`src/rtl/cpu_pkg.sv`:
```
// rtl/cpu_pkg.sv - shared MIPS core definitions: nPC_sel encodings, ifu states, default reset PC
package cpu_pkg;

    // Next-PC select encodings driven by the controller
    localparam logic [2:0] NPC_SEQ  = 3'b000;
    localparam logic [2:0] NPC_BEQ  = 3'b001;
    localparam logic [2:0] NPC_BNE  = 3'b010;
    localparam logic [2:0] NPC_J    = 3'b011;
    localparam logic [2:0] NPC_JAL  = 3'b100;
    localparam logic [2:0] NPC_JR   = 3'b101;
    localparam logic [2:0] NPC_STOP = 3'b110;

    // Instruction fetch unit sequencing states
    typedef enum logic [1:0] {
        IFU_IDLE  = 2'd0,
        IFU_FETCH = 2'd1,
        IFU_EXEC  = 2'd2,
        IFU_HALT  = 2'd3
    } ifu_state_t;

    // Program counter value loaded on reset unless overridden
    localparam logic [31:0] DEFAULT_RESET_PC = 32'h0000_0000;

endpackage

```
`src/rtl/ifu_npc.sv`:
```
// rtl/ifu_npc.sv - combinational next-PC selection for the fetch unit
module npc
    import cpu_pkg::*;
#(
    parameter int PC_W = 32
) (
    input  logic [PC_W-1:0] pc,
    input  logic [2:0]      nPC_sel,
    input  logic            zero,
    input  logic [15:0]     imm16,
    input  logic [25:0]     target26,
    input  logic [31:0]     ra,
    output logic [PC_W-1:0] next_pc
);

    logic [PC_W-1:0] seq_pc;
    logic [PC_W-1:0] sext_imm;
    logic [PC_W-1:0] branch_pc;
    logic [PC_W-1:0] jump_pc;

    // All arithmetic wraps modulo 2^PC_W; branch offsets are in words
    assign seq_pc    = pc + PC_W'(1);
    assign sext_imm  = {{(PC_W-16){imm16[15]}}, imm16};
    assign branch_pc = seq_pc + sext_imm;
    assign jump_pc   = {seq_pc[PC_W-1:26], target26};

    // Select the successor PC; reserved encoding falls back to sequential
    always_comb begin
        next_pc = seq_pc;
        case (nPC_sel)
            NPC_SEQ:  next_pc = seq_pc;
            NPC_BEQ:  next_pc = zero ? branch_pc : seq_pc;
            NPC_BNE:  next_pc = zero ? seq_pc : branch_pc;
            NPC_J:    next_pc = jump_pc;
            NPC_JAL:  next_pc = jump_pc;
            NPC_JR:   next_pc = ra[PC_W-1:0];
            NPC_STOP: next_pc = pc;
            default:  next_pc = seq_pc;
        endcase
    end

endmodule

```
`src/rtl/ifu.sv`:
```
// rtl/ifu.sv - instruction fetch unit: PC, fetch handshake, instruction register (optional IFU_INSTR_CNT_EN retired counter)
module ifu
    import cpu_pkg::*;
#(
    parameter int              PC_W     = 32,
    parameter logic [PC_W-1:0] RESET_PC = PC_W'(DEFAULT_RESET_PC)
) (
    input  logic            clk,
    input  logic            reset,
    input  logic [2:0]      nPC_sel,
    input  logic            zero,
    input  logic [15:0]     imm16,
    input  logic [25:0]     target26,
    input  logic [31:0]     ra,
    output logic            imem_req,
    output logic [PC_W-1:0] imem_addr,
    input  logic [31:0]     imem_rdata,
    input  logic            imem_valid,
    output logic [31:0]     instr,
    output logic            instr_valid,
    output logic [PC_W-1:0] pc,
    output logic [PC_W-1:0] pc_plus1,
    output logic            halted,
    output logic [31:0]     retired_cnt
);

    ifu_state_t      state;
    logic [PC_W-1:0] next_pc;

    assign imem_addr = pc;
    assign pc_plus1  = pc + PC_W'(1);

    npc #(
        .PC_W(PC_W)
    ) u_npc (
        .pc       (pc),
        .nPC_sel  (nPC_sel),
        .zero     (zero),
        .imm16    (imm16),
        .target26 (target26),
        .ra       (ra),
        .next_pc  (next_pc)
    );

    // Fetch/execute sequencer; outputs are registered alongside the state
    always_ff @(posedge clk or posedge reset) begin
        if (reset) begin
            state       <= IFU_IDLE;
            pc          <= RESET_PC;
            instr       <= 32'd0;
            instr_valid <= 1'b0;
            imem_req    <= 1'b0;
            halted      <= 1'b0;
        end else begin
            case (state)
                IFU_IDLE: begin
                    // One dead cycle drops any response issued before reset
                    state    <= IFU_FETCH;
                    imem_req <= 1'b1;
                end
                IFU_FETCH: begin
                    if (imem_valid) begin
                        instr       <= imem_rdata;
                        state       <= IFU_EXEC;
                        imem_req    <= 1'b0;
                        instr_valid <= 1'b1;
                    end
                end
                IFU_EXEC: begin
                    pc          <= next_pc;
                    instr_valid <= 1'b0;
                    if (nPC_sel == NPC_STOP) begin
                        state  <= IFU_HALT;
                        halted <= 1'b1;
                    end else begin
                        state    <= IFU_FETCH;
                        imem_req <= 1'b1;
                    end
                end
                IFU_HALT: begin
                    state <= IFU_HALT;
                end
                default: begin
                    state    <= IFU_IDLE;
                    imem_req <= 1'b0;
                end
            endcase
        end
    end

`ifdef IFU_INSTR_CNT_EN
    logic [31:0] retired_q;

    // Count every EXEC exit, the stop instruction included
    always_ff @(posedge clk or posedge reset) begin
        if (reset) begin
            retired_q <= 32'd0;
        end else if (state == IFU_EXEC) begin
            retired_q <= retired_q + 32'd1;
        end
    end

    assign retired_cnt = retired_q;
`else
    assign retired_cnt = 32'd0;
`endif

endmodule

```
`config.mk`:
```
export PLATFORM = sky130hd
export DESIGN_NAME = ifu
export DESIGN_NICKNAME = d
export VERILOG_FILES = /design/src/rtl/cpu_pkg.sv /design/src/rtl/ifu_npc.sv /design/src/rtl/ifu.sv
export SDC_FILE = /design/constraint.sdc
export NUM_CORES = 1
export LEC_CHECK = 0
export CORE_MARGIN = 2
export CORE_UTILIZATION = 46
export DETAILED_ROUTE_END_ITERATION = 10
export HOLD_SLACK_MARGIN = 0.05
export PLACE_DENSITY = 0.83
export SYNTH_ARGS = -nofsm -noshare
export SYNTH_HDL_FRONTEND = slang
export SYNTH_HIERARCHICAL = 1
export SYNTH_SLANG_ARGS = --single-unit
```
`constraint.sdc`:
```
create_clock -name clk -period 5.22 [get_ports clk]
set_clock_uncertainty 0.1 [all_clocks]
set_input_delay 0.522 -clock clk [delete_from_list [all_inputs] [get_ports clk]]
set_output_delay 0.522 -clock clk [all_outputs]
set_load 0.03 [all_outputs]
```
== Yosys cells after proc, flatten, opt, wreduce, memory -nomap -nowiden ==
Index checks and enable logic that the tools add are counted.

* Reductions and logical operators: 9
* Multiplexer cells: 11
* Bitwise logic cells: 1
* $add $sub $neg: 2
* Equal/unequal tests: 11

{| class="wikitable"
|+ Operators by type and width
! operator !! count
|-
| $pmux W32 S5 || 1
|-
| $mux W32 || 2
|-
| $add A32 B1 Y32 const B || 1
|-
| $add A32 B32 Y32 || 1
|-
| $eq A3 B3 Y1 const B || 3
|-
| $pmux W2 S4 || 1
|-
| $reduce_and A2 Y1 || 4
|-
| $eq A3 B2 Y1 const B || 2
|-
| $eq A2 B2 Y1 const B || 2
|-
| $mux W2 || 2
|-
| $ne A2 B2 Y1 const B || 2
|-
| $eq A3 B1 Y1 const B || 1
|-
| $mux W1 || 3
|-
| $pmux W1 S3 || 1
|-
| $reduce_and A3 Y1 || 1
|-
| $reduce_bool A3 Y1 || 1
|-
| $eq A2 B1 Y1 const B || 1
|-
| $logic_not A2 Y1 || 1
|-
| $pmux W1 S2 || 1
|-
| $reduce_bool A2 Y1 || 1
|-
| $reduce_or A2 Y1 || 1
|-
| $not A1 Y1 || 1
|}

* Word-level logic and storage cells: 40
* Output and inout port bits: 163
* Bits in registers: 69
* Input bits: 113

== Longest topological paths before layout ==
Gate-level depths: netlist (run 1).

* Depth in word-level cells: 4
* Gate-level depth with buffers: 18
* Gate-level depth less buffers: 18

== Hierarchy ==
Netlist (run 1), hierarchy kept.

{| class="wikitable"
|+ By module, submodules not included
! module !! cells an instance !! area each (µm²) !! sequential area each (µm²) !! times used
|-
| ifu || 319 || 3,669.8 || 1,726.7 || 1
|-
| npc || 480 || 3,510.9 || 0.0 || 1
|}

== Worst setup path before layout (run 1) ==
OpenSTA, ideal clock, no wires.

* Path type: flip-flop to flip-flop
* Start point: reg pc[0], in the netlist imem_addr[0]
* End point: reg pc[30], in the netlist imem_addr[30]
* Setup slack: 0.420 ns
* Clock period less this slack: 4.800 ns
* Stages on the path, launching flop included: 17
* Required time: 4.995 ns
* Arrival time: 4.575 ns
* Setup time: 0.125 ns
* Buffers on the path: 0
* Cells stage by stage: dfrtp_1 > ha_1 > nand4_1 > nor4_1 > xor2_1 > ha_1 > and3_1 > and4_1 > a32o_1 > a211oi_1 > a21boi_1 > a31o_2 > a22o_1 > o41a_1 > mux2i_1 > a21bo_2 > mux2_2

* Cells in the longest elaborated chain, start to end: 4
* Elaborated cells on any way between the ends: 5
* Those cells by class: 2 x add/sub; 3 x mux

{| class="wikitable"
|+ RTL lines
! what !! RTL line !! text
|-
| start, declared || ifu.sv:21 || <nowiki>output logic [PC_W-1:0] pc,</nowiki>
|-
| start signal, assigned || ifu.sv:70 || <nowiki>pc <= next_pc;</nowiki>
|-
| $add A32 B1 Y32 (*) || ifu_npc.sv:22 || <nowiki>assign seq_pc = pc + PC_W'(1);</nowiki>
|-
| $add A32 B32 Y32 || ifu_npc.sv:24 || <nowiki>assign branch_pc = seq_pc + sext_imm;</nowiki>
|-
| $mux W32 (on tied branches) || ifu_npc.sv:33, ifu_npc.sv:32 ||
|-
| $pmux W32 S5 (*) || ifu_npc.sv:30 || <nowiki>case (nPC_sel)</nowiki>
|-
| via next_pc[30] || ifu.sv:28 || <nowiki>logic [PC_W-1:0] next_pc;</nowiki>
|}

Mark *: on every way through the listed nets, which the timed path passes. The rest lies on a longest branch.
A chain may end at the register's enable or synchronous reset.

== Final worst setup path (run 1) ==
* Start point: reg pc[6], in the netlist imem_addr[6]
* End point: reg pc[30], in the netlist imem_addr[30]

The elaborated chain is that of the path after synthesis.

==> impl_metrics.toml, run 1 <==
[outcome]
status = "complete, no violations"

[timing]
max_slew_margin = 0.2422
clock.fmax_mhz = 203.8
setup_ws_ns = 0.3122
hold_violations = 0
tns_ns = 0
setup_viol_count_final = 0
slew_viol_final = 0
rsz0062_at_grt = "false"
worst_pin_slew_ns = 1.134
finalCritPeriodShare = 0.9402
layout_min_cycle_time_ns = 4.908

[cts]
clock_sinks = 69
clock_latency_ns = 0.34
path_clk_slew_ns = 0.06
clk_path_buf_depth = 2
cts_tree = "done"
cts_buffers = 9
post-cts-setup-buffers = 0
htree_levels = 3
cts_root_buf = "clkbuf_16"

[logic_synthesis]
synth_area_um2 = 7181
seq_area_frac_synth = 0.2405
synth-edff-count = 0
syn_inst = 799
async_flop_share = 1.000
ys_types = 65
ys.warnings.count = 6
synth-seq-cells = 69
avgSynthCellArea_um2 = 8.987
synthFlopType = "dfrtp_1"

[power_and_ir_drop]
cellPowerDensity_nw_per_um2 = 444.2
irDropWorstVdd_mv = 0.3076
power_mw = 4.380
cellLeakagePower_nw = 4.165

[detailed_routing]
num_vias = 7284
drtIter0Drc = 711
wl_per_cell_um = 19.76
wl_mm = 23.75
dr.pass1.iters = 9
vias_per_cell = 6.060
drc = 0
ant_nets = 0

[grt]
antenna_found_initial = 0
grt_util_all_layers = 0.2795
grt_overflow = 0
met2_usage = 0.4893
grt_start_max_net_pins = 45
grtUsageMet1 = 0.3446
grt_pass1_wl_mm = 36.80
first_global_vias = 7229
use_met3 = 0.04823
busiest_layer = "met2"

[floorplanning]
num_io_pins = 276
fp.coreArea_um2 = 15200
start_util = 0.4723
dieArea_um2 = 16630
rows = 45
die_x_um = 128.9
die_y_um = 128.9

[placement]
hpwl_mm = 17.16
port_buffers = 243
dpl_worst_slack_ns = 0.2396
place_congestion = 0.9362

[cells_and_area]
fin_util = 0.6486
multi_input_area_um2 = 4921
diodes = 0
drive_above_1_share = 0.1430
syn_to_final_growth_pct = 37.31
nNetsFinal = 1162
seqCellArea_um2 = 1728
fillerInstances = 1262

[setup_path]
critPathLaunchType = "flop"
cp_max_fo = 10
end_kind = "flop"
cp_data_arrival_time_ns = 5.04
crit_type = "reg -> reg"
r2r_cells = 17
required_ns = 5.35

[hold_path]
holdPathStages = 1
hp-class = "reg -> reg"

[run]
drv_cap = 0
[flip-flops by register name, indices dropped and copies added, names as in the netlist]
signal,flops
instr_valid,1
imem_req,1
halted,1
state,2
imem_addr,32
instr,32
[per-stage QoR]
stage / std cells / instance area, µm² / hold WS (ns)
5_1_grt: 1202 / 9859 / 0.3652
3_5_place_dp: 1186 / 9523 / 0.3429
3_3_place_gp: 1186 / 9523 / 0.3437
2_1_floorplan: 830 / 7297 / 0.3551
4_1_cts: 1202 / 9853 / 0.3565
6_report: 1202 / 9859 / 0.3507
[layout by cell type, fill, tap and decap left out, types with 26 or more instances in the layout]
cell type / instances
a21oi_1: 27
o21ai_0: 47
nor2_1: 36
mux2_2: 85
conb_1: 32
a22o_1: 27
ha_1: 39
xnor2_1: 53
xor2_1: 33
nand3_1: 31
a222oi_1: 26
dfrtp_1: 68
nand2_1: 50
clkdlybuf4s50_1: 242
[cells in the mapped netlist (8+ instances only)]
master    count  area share
o21ai_0      47       0.033
and3_1       16       0.014
ha_1         39       0.068
dfrtp_1      69        0.24
nand2b_1      9      0.0078
clkbuf_1     26       0.014
inv_1        16      0.0084
nand2_1      50       0.026
nand4_1      14       0.012
xnor2_1      53       0.065
xor2_1       33       0.040
nor2_1       38       0.020
a21oi_1      27       0.019
a21o_1       18       0.019
nand3_1      31       0.022
nor3_1        8      0.0056
a22o_1       27       0.033
and4_1        8      0.0098
mux2_2       85        0.13
a222oi_1     26       0.036
buf_4        64       0.067
[kinds of logic (layout without fill, tap and decap cells)]
family | count (synthesis) | in the layout | synth area share
compound gates | 197 | 197 | 0.2021
xor+xnor | 86 | 86 | 0.1049
fa+ha+maj | 40 | 40 | 0.07074
buf+inv | 112 | 296 | 0.09287
flops | 69 | 69 | 0.2405
mux | 87 | 87 | 0.1361
other cells | 1 | 32 | 0.0005222
simple gates | 207 | 207 | 0.1523
[path summary, 6_finish.rpt]
| path | from | end | slack, ns |
|---|---|---|---|
| max | imem_addr[6] | imem_addr[30] | 0.31 |
| min | halted | halted | 0.35 |
| max reg2reg | imem_addr[6] | imem_addr[30] | 0.31 |
| min reg2reg | halted | halted | 0.35 |
| max in group asynchronous | reset | state[0] | 3.48 |
| min in group asynchronous | reset | instr[6] | 0.56 |
[what timing repair did]
item                                    in CTS  in global routing
hold buffers                                 0                  0
resized for setup                            0                  2
endpoints found under the setup margin       0                  3
[routing by layer]
layer  wire length, µm  up-vias
li1                  -     3343
met1              9373     3509
met3              1917       43
met5                 0        -
met2             11910      389
met4               546        0
[cell type report]
class                      count  area share
timing repair buffer         264      0.2622
clock buffer                   9     0.02284
multi-input combinational    649      0.4991
sequential                    69      0.1753
clock inverter                 7     0.01066
tap                          188     0.02386
inverter                      16    0.006091
[critical path, stage by stage, from the launching register on]
cell	delay, ns
dfrtp_2	0.46
nand2_1	0.13
nor3_2	0.29
nor3b_1	0.36
buf_4	0.19
nand4_1	0.11
xnor2_1	0.31
ha_1	0.34
and4_1	0.21
a32o_1	0.21
a211oi_1	0.46
a21boi_1	0.21
a31o_2	0.30
a22o_1	0.21
o41a_1	0.32
mux2i_1	0.12
a21bo_2	0.20
mux2_2	0.25
[power by group]
part	leakage [nW]	total (mW)	internal [mW]	switching, mW
clock	0.159	0.691	0.426	0.265
combinational	3.15	2.79	1.21	1.57
sequential	0.860	0.903	0.690	0.214
total	4.17	4.38	2.33	2.05
No activity file was read; power rests on OpenSTA's default activity.
==> inputs of run 2 (changes only) <==
--- a/config.mk
+++ b/config.mk
@@ -10,6 +10,7 @@
 export DETAILED_ROUTE_END_ITERATION = 10
 export HOLD_SLACK_MARGIN = 0.05
 export PLACE_DENSITY = 0.83
+export RECOVER_POWER = 25
 export SYNTH_ARGS = -nofsm -noshare
 export SYNTH_HDL_FRONTEND = slang
 export SYNTH_HIERARCHICAL = 1
==> run 2 against run 1 <==
Net effect: global-route usage unchanged; wire length down 0.13%; largest cell class unchanged; core utilization down 0.074 points; critical path depth unchanged; the run now ends with max-capacitance violations, max-slew violations left; non-clock buffer count unchanged.
==> impl_metrics.toml, run 2 (same netlist as run 1, synthesis figures left out) <==
[cells_and_area]
mostFrequentLayoutCell = "clkdlybuf4s50_1"
syn_to_final_growth_pct = 37.15
drive_above_1_share = 0.1391
fin_cells = 1202
fin_util = 0.6478
nNetsFinal = 1162
layout_common_cells = "240 x clkdlybuf4s50_1, 85 x mux2_2, 68 x dfrtp_1"
diodes = 0

[cts]
cts_root_buf = "clkbuf_16"
cts_buffers = 9
path_clk_slew_ns = 0.06
clock_sinks = 69
clk_path_buf_depth = 2
post-cts-setup-buffers = 0
clock_latency_ns = 0.34
htree_levels = 3
cts_tree = "done"

[timing]
setup_ws_ns = 0.2734
rsz0062_at_grt = "false"
clock.fmax_mhz = 202.2
hold_violations = 0
slew_viol_final = 111
tns_ns = 0
finalCritPeriodShare = 0.9476
setup_viol_count_final = 0
worst_pin_slew_ns = 3.449
max_slew_margin = -1.304
layout_min_cycle_time_ns = 4.947

[setup_path]
required_ns = 5.35
crit_type = "reg -> reg"
end_kind = "flop"
cp_max_fo = 10
critPathLaunchType = "flop"
cp_data_arrival_time_ns = 5.08

[outcome]
violations = "max-capacitance violations, max-slew violations"
status = "finished, violations left"

[placement]
dp.cells = 1186
place_congestion = 0.9362
dpl_worst_slack_ns = 0.2396
port_buffers = 243
hpwl_mm = 17.16

[detailed_routing]
wl_per_cell_um = 19.73
num_vias = 7252
dr.pass1.iters = 6
drc = 0
drtIter0Drc = 631
vias_per_cell = 6.033
ant_nets = 0
wl_mm = 23.72

[grt]
grt_pass1_wl_mm = 36.80
grt_overflow = 0
grt_util_all_layers = 0.2795
grt_start_max_net_pins = 45
antenna_found_initial = 0
first_global_vias = 7229

[floorplanning]
dieArea_um2 = 16630
die_x_um = 128.9
die_y_um = 128.9
num_io_pins = 276
start_util = 0.4723
fp.coreArea_um2 = 15200
rows = 45

[power_and_ir_drop]
irDropWorstVdd_mv = 0.3071
cellLeakagePower_nw = 4.154
cellPowerDensity_nw_per_um2 = 444.6

[run]
drv_cap = 4

[hold_path]
hp-class = "reg -> reg"
==> run 2: cell types whose count changed in the layout (fill, tap and decap cells not counted), sizes merged <==
| cell | delta |
|---|---|
| dlygate4sd3 | +2 |
| clkdlybuf4s50 | -2 |
| buf | -1 |
| clkbuf | +1 |
==> run 2: cell type report <==
class	instances	area (µm²)
Multi-Input combinational cell	649	4913
Timing Repair Buffer	264	2581
Tap cell	188	235.2
Clock buffer	9	225.2
Inverter	16	60.06
Sequential cell	69	1728
Fill cell	1262	5354
Clock inverter	7	105.1
==> run 2: metal layers <==
layer	vias to the layer above	share of wire	wire length, µm	track usage
li1	3335	-	-	-
met4	0	0.022	515	0.1042
met1	3504	0.40	9401	0.3446
met5	-	0	0	0
met3	44	0.078	1848	0.04823
met2	369	0.50	11950	0.4893
==> run 2: power by group <==
group / switching (mW) / internal, mW / total [mW]
Clock: 0.266 / 0.426 / 0.692
Combinational: 1.57 / 1.21 / 2.78
Sequential: 0.214 / 0.690 / 0.904
Total: 2.05 / 2.33 / 4.38
==> run 2: timing repair <==
action,4_1_cts,5_1_grt
hold buffers,0,0
endpoints found under the setup margin,0,3
resized for setup,0,2
==> run 2: worst paths after layout <==
kind | startpoint | end | slack [ns] | depth (start not counted)
max in group asynchronous | reset | state[0] | 1.55 | 3
worst min-delay path | halted | halted | 0.35 | 1
worst max register to register | imem_addr[6] | imem_addr[30] | 0.27 | 17
min in group asynchronous | reset | instr[25] | 0.96 | 2
worst max-delay path | imem_addr[6] | imem_addr[30] | 0.27 | 17
worst min register to register | halted | halted | 0.35 | 1
==> run 2: worst max-delay path, stage by stage (launching register included) <==
cell      delay [ns]
dfrtp_2         0.46
nand2_1         0.13
nor3_2          0.29
nor3b_1         0.37
buf_4           0.19
nand4_1         0.11
xnor2_1         0.30
ha_1            0.33
and4_1          0.21
a32o_1          0.21
a211oi_1        0.50
a21boi_1        0.22
a31o_2          0.30
a22o_1          0.21
o41a_1          0.33
mux2i_1         0.12
a21bo_2         0.20
mux2_2          0.25
==> run 2: metrics by stage <==
step                      cell area [µm²]  hold slack (ns)  total power [mW]
after floorplan                      7297           0.3551             2.713
after global placement               9523           0.3437             3.629
after detailed placement             9523           0.3429             3.659
after CTS                            9853           0.3565             4.375
after global routing                 9848           0.3652             4.605
final                                9848           0.3542             4.379
==> inputs of run 3 (changes only) <==
--- a/config.mk
+++ b/config.mk
@@ -5,6 +5,7 @@
 export SDC_FILE = /design/constraint.sdc
 export NUM_CORES = 1
 export LEC_CHECK = 0
+export CAP_MARGIN = 0
 export CORE_MARGIN = 2
 export CORE_UTILIZATION = 46
 export DETAILED_ROUTE_END_ITERATION = 10
==> results of run 3 <==
The final DEF is identical to that of run 2; final timing and power are the same.
